===== src/rtl/ps2_pkg.sv =====
`default_nettype none
// ============================================================================
// Module  : ps2_pkg
// Brief   : Prefix states, prefix bytes and the set-2 letter map for PS/2 decode
// Revision: 1.0 - initial release
// ============================================================================
package ps2_pkg;

  typedef enum logic [1:0] {
    ST_IDLE    = 2'd0,
    ST_EXT     = 2'd1,
    ST_BRK     = 2'd2,
    ST_EXT_BRK = 2'd3
  } prefix_state_e;

  localparam logic [7:0] CODE_E0     = 8'hE0;
  localparam logic [7:0] CODE_F0     = 8'hF0;
  localparam int         NUM_LETTERS = 26;

  typedef struct packed {
    logic       hit;
    logic [4:0] index;
  } letter_hit_t;

  function automatic letter_hit_t letter_map(input logic [7:0] code);
    letter_hit_t r;
    r.hit   = 1'b1;
    r.index = 5'd0;
    case (code)
      8'h1C: r.index = 5'd0;
      8'h32: r.index = 5'd1;
      8'h21: r.index = 5'd2;
      8'h23: r.index = 5'd3;
      8'h24: r.index = 5'd4;
      8'h2B: r.index = 5'd5;
      8'h34: r.index = 5'd6;
      8'h33: r.index = 5'd7;
      8'h43: r.index = 5'd8;
      8'h3B: r.index = 5'd9;
      8'h42: r.index = 5'd10;
      8'h4B: r.index = 5'd11;
      8'h3A: r.index = 5'd12;
      8'h31: r.index = 5'd13;
      8'h44: r.index = 5'd14;
      8'h4D: r.index = 5'd15;
      8'h15: r.index = 5'd16;
      8'h2D: r.index = 5'd17;
      8'h1B: r.index = 5'd18;
      8'h2C: r.index = 5'd19;
      8'h3C: r.index = 5'd20;
      8'h2A: r.index = 5'd21;
      8'h1D: r.index = 5'd22;
      8'h22: r.index = 5'd23;
      8'h35: r.index = 5'd24;
      8'h1A: r.index = 5'd25;
      default: r.hit = 1'b0;
    endcase
    return r;
  endfunction

  function automatic logic [NUM_LETTERS-1:0] letter_onehot(input logic [4:0] index);
    return 26'd1 << index;
  endfunction

endpackage
`default_nettype wire


===== src/rtl/letter_fifo.sv =====
`default_nettype none
// ============================================================================
// Module  : letter_fifo
// Brief   : DEPTH x 5 synchronous FIFO of letter indices, no read bypass
// Revision: 1.0 - initial release
// ============================================================================
module letter_fifo #(
  parameter int DEPTH = 8
) (
  input  logic                       clk,
  input  logic                       rst,
  input  logic                       push,
  input  logic                       pop,
  input  logic [4:0]                 wdata,
  output logic [4:0]                 rdata,
  output logic [$clog2(DEPTH+1)-1:0] count,
  output logic                       full,
  output logic                       empty
);

  localparam int PTR_W = $clog2(DEPTH);
  localparam int CNT_W = $clog2(DEPTH+1);

  logic [4:0]       mem [DEPTH];
  logic [PTR_W-1:0] wr_ptr;
  logic [PTR_W-1:0] rd_ptr;
  logic             do_push;
  logic             do_pop;

  assign empty   = (count == '0);
  assign full    = (count == CNT_W'(DEPTH));
  assign do_pop  = pop && !empty;
  // A pop in the same cycle frees the slot, so a full FIFO still accepts.
  assign do_push = push && (!full || do_pop);

  always_ff @(posedge clk or posedge rst) begin
    if (rst) begin
      wr_ptr <= '0;
      rd_ptr <= '0;
      count  <= '0;
    end else begin
      if (do_push) wr_ptr <= wr_ptr + 1'b1;
      if (do_pop)  rd_ptr <= rd_ptr + 1'b1;
      count <= count + CNT_W'(do_push) - CNT_W'(do_pop);
    end
  end

  always_ff @(posedge clk) begin
    if (do_push) mem[wr_ptr] <= wdata;
  end

  // Storage is not reset; an empty FIFO presents index 0.
  assign rdata = empty ? 5'd0 : mem[rd_ptr];

endmodule
`default_nettype wire


===== src/rtl/ps2_letter_fifo.sv =====
`default_nettype none
// ============================================================================
// Module  : ps2_letter_fifo
// Brief   : PS/2 set-2 letter decoder with held bitmap feeding a letter FIFO
// Revision: 1.0 - initial release
// ============================================================================
module ps2_letter_fifo
  import ps2_pkg::*;
#(
  parameter int DEPTH           = 8,
  parameter bit EMIT_ON_BREAK   = 1'b0,
  parameter bit SUPPRESS_REPEAT = 1'b1
) (
  input  logic                       CLOCK_50,
  input  logic                       reset,
  input  logic [7:0]                 scan_code,
  input  logic                       scan_valid,
  input  logic                       out_ready,
  output logic                       out_valid,
  output logic [4:0]                 out_index,
  output logic [25:0]                out_letter,
  output logic [25:0]                held,
  output logic [$clog2(DEPTH+1)-1:0] count,
  output logic                       overflow
);

  prefix_state_e state;
  prefix_state_e state_next;
  letter_hit_t   lk;
  logic          is_make;
  logic          is_break;
  logic          was_held;
  logic          push;
  logic          pop;
  logic          full;
  logic          empty;

  assign lk = letter_map(scan_code);

  always_comb begin
    state_next = state;
    is_make    = 1'b0;
    is_break   = 1'b0;
    if (scan_valid) begin
      case (state)
        ST_IDLE: begin
          if (scan_code == CODE_E0)      state_next = ST_EXT;
          else if (scan_code == CODE_F0) state_next = ST_BRK;
          else begin
            is_make    = lk.hit;
            state_next = ST_IDLE;
          end
        end
        ST_EXT:  state_next = (scan_code == CODE_F0) ? ST_EXT_BRK : ST_IDLE;
        ST_BRK: begin
          is_break   = lk.hit;
          state_next = ST_IDLE;
        end
        ST_EXT_BRK: state_next = ST_IDLE;
        default:    state_next = ST_IDLE;
      endcase
    end
  end

  assign was_held = held[lk.index];
  assign pop      = out_valid && out_ready;

  always_comb begin
    push = 1'b0;
    if (EMIT_ON_BREAK) push = is_break;
    else               push = is_make && !(SUPPRESS_REPEAT && was_held);
  end

  always_ff @(posedge CLOCK_50 or posedge reset) begin
    if (reset) begin
      state    <= ST_IDLE;
      held     <= '0;
      overflow <= 1'b0;
    end else begin
      state <= state_next;
      if (is_make)       held <= held | letter_onehot(lk.index);
      else if (is_break) held <= held & ~letter_onehot(lk.index);
      if (push && full && !pop) overflow <= 1'b1;
    end
  end

  letter_fifo #(
    .DEPTH(DEPTH)
  ) u_fifo (
    .clk  (CLOCK_50),
    .rst  (reset),
    .push (push),
    .pop  (pop),
    .wdata(lk.index),
    .rdata(out_index),
    .count(count),
    .full (full),
    .empty(empty)
  );

  assign out_valid  = !empty;
  assign out_letter = letter_onehot(out_index);

endmodule
`default_nettype wire

===== config.mk =====
export PLATFORM = sky130hd
export DESIGN_NAME = ps2_letter_fifo
export DESIGN_NICKNAME = d
export VERILOG_FILES = /design/src/rtl/ps2_pkg.sv /design/src/rtl/letter_fifo.sv /design/src/rtl/ps2_letter_fifo.sv
export SDC_FILE = /design/constraint.sdc
export NUM_CORES = 1
export LEC_CHECK = 0
export ABC_AREA = 1
export BUFFER_PORTS_ARGS = -buffer_cell sky130_fd_sc_hd__buf_2
export CAP_MARGIN = 20
export CORE_MARGIN = 2
export CORE_UTILIZATION = 58
export DETAILED_ROUTE_END_ITERATION = 12
export PLACE_DENSITY_LB_ADDON = 0.1
export SLEW_MARGIN = 5
export SYNTH_ARGS = -nofsm -noshare
export SYNTH_HDL_FRONTEND = slang
export SYNTH_HIERARCHICAL = 1
export SYNTH_SLANG_ARGS = --single-unit

===== constraint.sdc =====
create_clock -name CLOCK_50 -period 3.8 [get_ports CLOCK_50]
set_input_delay 0.19 -clock CLOCK_50 [delete_from_list [all_inputs] [get_ports CLOCK_50]]
set_output_delay 0.19 -clock CLOCK_50 [all_outputs]
set_load 0.01 [all_outputs]

==> reports/qor.yml <==
drt_pre_antenna_iters: 4
slew_headroom_pct: 53.4
cts_buffers: 9
syn_area_um2: 4890
cpMaxStageDelayCell: "dfrtp_1"
slew_viol_final: 0
wire_per_inst_um: 14.5
fin_skew_ns: 0.0185
totalPowerFinal_mw: 3.06
synth_seq_cells: 79
min-delay-path-class: "in2reg"
min_period_ns: 3.18
core_um2: 8220
num_rows: 33
grt.total_usage_pct: 27.5
sw_frac_of_total_pct: 42.5
crit_family: "simple AND/OR/NAND/NOR gates"
clockBufferDepth: 2
cts.sinks: 79
p_per_area_nw_per_um2: 549
path_clk_slew_ns: 0.09
place_congestion: 0.922
clock_latency_ns: 0.36
initial_core_util_pct: 59.5
start_kind: "flip-flop"
drt-initial-drc-count: 246
final_common_cell: "nand2_1"
grt_pass1_wl_mm: 19.2
layout.nets: 739
synth.yosys.warnings: 6
grt_pass1_vias: 4062
clkPwrFrac_pct: 23.2
rsz0062_at_grt: "false"
power_switching_mw: 1.30
drive_above_1_share_pct: 22.0
crit_required_ns: 3.61
maxCapViolCount: 0
dieArea_um2: 9190
pwr-share-seq_pct: 34.8
crit_buf_inv: 2
outcome: "complete, no violations"
grt_max_degree: 30
synth_nets: 663
path_max_fanout: 12
power.internal_mw: 1.76
avgViaCountPerCell: 5.37
setup_tns_ns: 0
diodes: 0
slowest_delay_ns: 0.57
numPortBuffers: 74
h-tree-depth: 3
timing.fmax_mhz: 315
totalWireLength_mm: 12.0
die_width_um: 95.8
setup_viol: 0
antenna_found_initial: 0
fillers: 718
cts_tree: "built"
die_h_um: 95.8
p_leak_nw: 2.99
layout_common_cells: "185 x nand2_1, 88 x inv_1, 79 x nor2_1, 74 x buf_2, 61 x nand3_1"
r2r_slack_ns: 1.26
synthDistinctLibCells: 37
criticalPathCategory: "reg2out"
combPwrFrac_pct: 42.0
route.detailed.drc: 0
ios: 75
vias: 4453
syn_to_final_growth_pct: 14.1
ir_drop_uv: 232
min_period_over_period_pct: 83.7
tightestPinTransition_ns: 0.697
place_hpwl_mm: 8.99
ys_seq_area_share_pct: 44.5
cp.arrival_ns: 2.99
crit_chain: "inv_1 -> nand3_1 -> nand2_1 -> nor2_1 -> nor2_1 -> nand2_1 -> nor4_1 -> buf_2"
synthCells: 643
crit_path_end_kind: "primary output"
synth.avg_cell_area_um2: 7.61
cts_setup_buffers: 0
grt_overflow: 0
drtAntennaViolNets: 0
cts_root_buf: "clkbuf_8"
hold_violations: 0
-- path summary, 6_finish.rpt --
check	end	start	cells after the start
min in group asynchronous	u_fifo/count[0]	reset	3
setup reg to reg	u_fifo/mem[4][1]	state[1]	8
max in group asynchronous	async pin	reset	4
hold reg to reg	overflow	overflow	2
hold / removal	state[1]	scan_valid	3
setup / recovery	out_letter[12]	u_fifo/rd_ptr[1]	8
-- kinds of logic after synthesis --
group / Yosys count / synth area share [%]
flops: 79 / 44.5
simple gates: 381 / 34.9
fa+ha+maj: 8 / 2.20
buf+inv: 121 / 10.2
compound gates: 49 / 7.24
xor+xnor: 5 / 0.895
-- metal layers --
| layer | track usage, % | share of wire (%) | up-vias |
|---|---|---|---|
| li1 | - | - | 2196 |
| met3 | 5.40 | 5.7 | 27 |
| met5 | 0 | 0 | - |
| met2 | 49.9 | 51 | 156 |
| met4 | 11.1 | 3.0 | 0 |
| met1 | 31.9 | 40 | 2074 |
-- final cells by class --
type                    count  area [um^2]  area share [%]
inverters                 103          389            6.97
repair buffers             83          440            7.89
well taps                 105          131            2.35
flip-flops and latches     79         2180            39.0
clock buffers               9          124            2.22
multi-input cells         443         2210            39.7
clock inverters             7          104            1.86
-- power by group through the flow --
stage	clock [mW]	sequential (mW)	combinational, mW
global route	0.764	1.08	1.45
floorplan	0	1.04	0.942
global placement	0	1.07	1.23
CTS	0.726	1.07	1.28
detailed placement	0	1.08	1.27
finish	0.711	1.07	1.29
-- synthesized netlist by cell type (all sizes together) --
| cell | n | area share [%] |
|---|---|---|
| a21oi | 5 | 0.51 |
| a31oi | 1 | 0.13 |
| buf | 12 | 1.8 |
| clkbuf | 6 | 0.46 |
| dfrtp | 39 | 20 |
| edfxtp | 40 | 25 |
| fa | 1 | 0.41 |
| ha | 7 | 1.8 |
| inv | 103 | 8.0 |
| nand2 | 201 | 17 |
| nand3 | 62 | 6.4 |
| nand3b | 2 | 0.38 |
| nand4 | 9 | 1.2 |
| nor2 | 88 | 7.6 |
| nor3 | 13 | 1.6 |
| nor3b | 2 | 0.41 |
| nor4 | 4 | 0.51 |
| o21ai | 30 | 3.6 |
| o22ai | 1 | 0.13 |
| o31ai | 12 | 2.9 |
| xnor2 | 3 | 0.54 |
| xor2 | 2 | 0.36 |
-- repair_timing --
item / in CTS / in global routing
hold buffers: 1 / 0
gates resized for setup: 0 / 0
endpoints found under the hold margin: 39 / 0
-- stage by stage --
| step | area, um^2 | instances | setup slack [ns] | util, % | hold WS, ns |
|---|---|---|---|---|---|
| 6_report | 5580 | 829 | 0.621 | 67.9 | 0.115 |
| 5_1_grt | 5580 | 829 | 0.457 | 67.9 | 0.123 |
| 4_1_cts | 5580 | 829 | 0.629 | 67.9 | 0.101 |
| 3_5_place_dp | 5340 | 812 | 0.403 | 65.0 | 0.199 |
| 3_3_place_gp | 5340 | 812 | 0.459 | 65.0 | 0.202 |
| 2_1_floorplan | 4890 | 643 | 0.878 | - | 0.0302 |
-- worst register-to-register path, cell delays in order (launching register included) --
cell,delay [ns]
dfrtp_1,0.39
inv_1,0.09
nand3_1,0.10
nor3b_1,0.35
nand2_4,0.23
a21oi_1,0.18
buf_4,0.18
nand3b_2,0.14
nor2_1,0.50
Power figures use the tool's default switching activity.
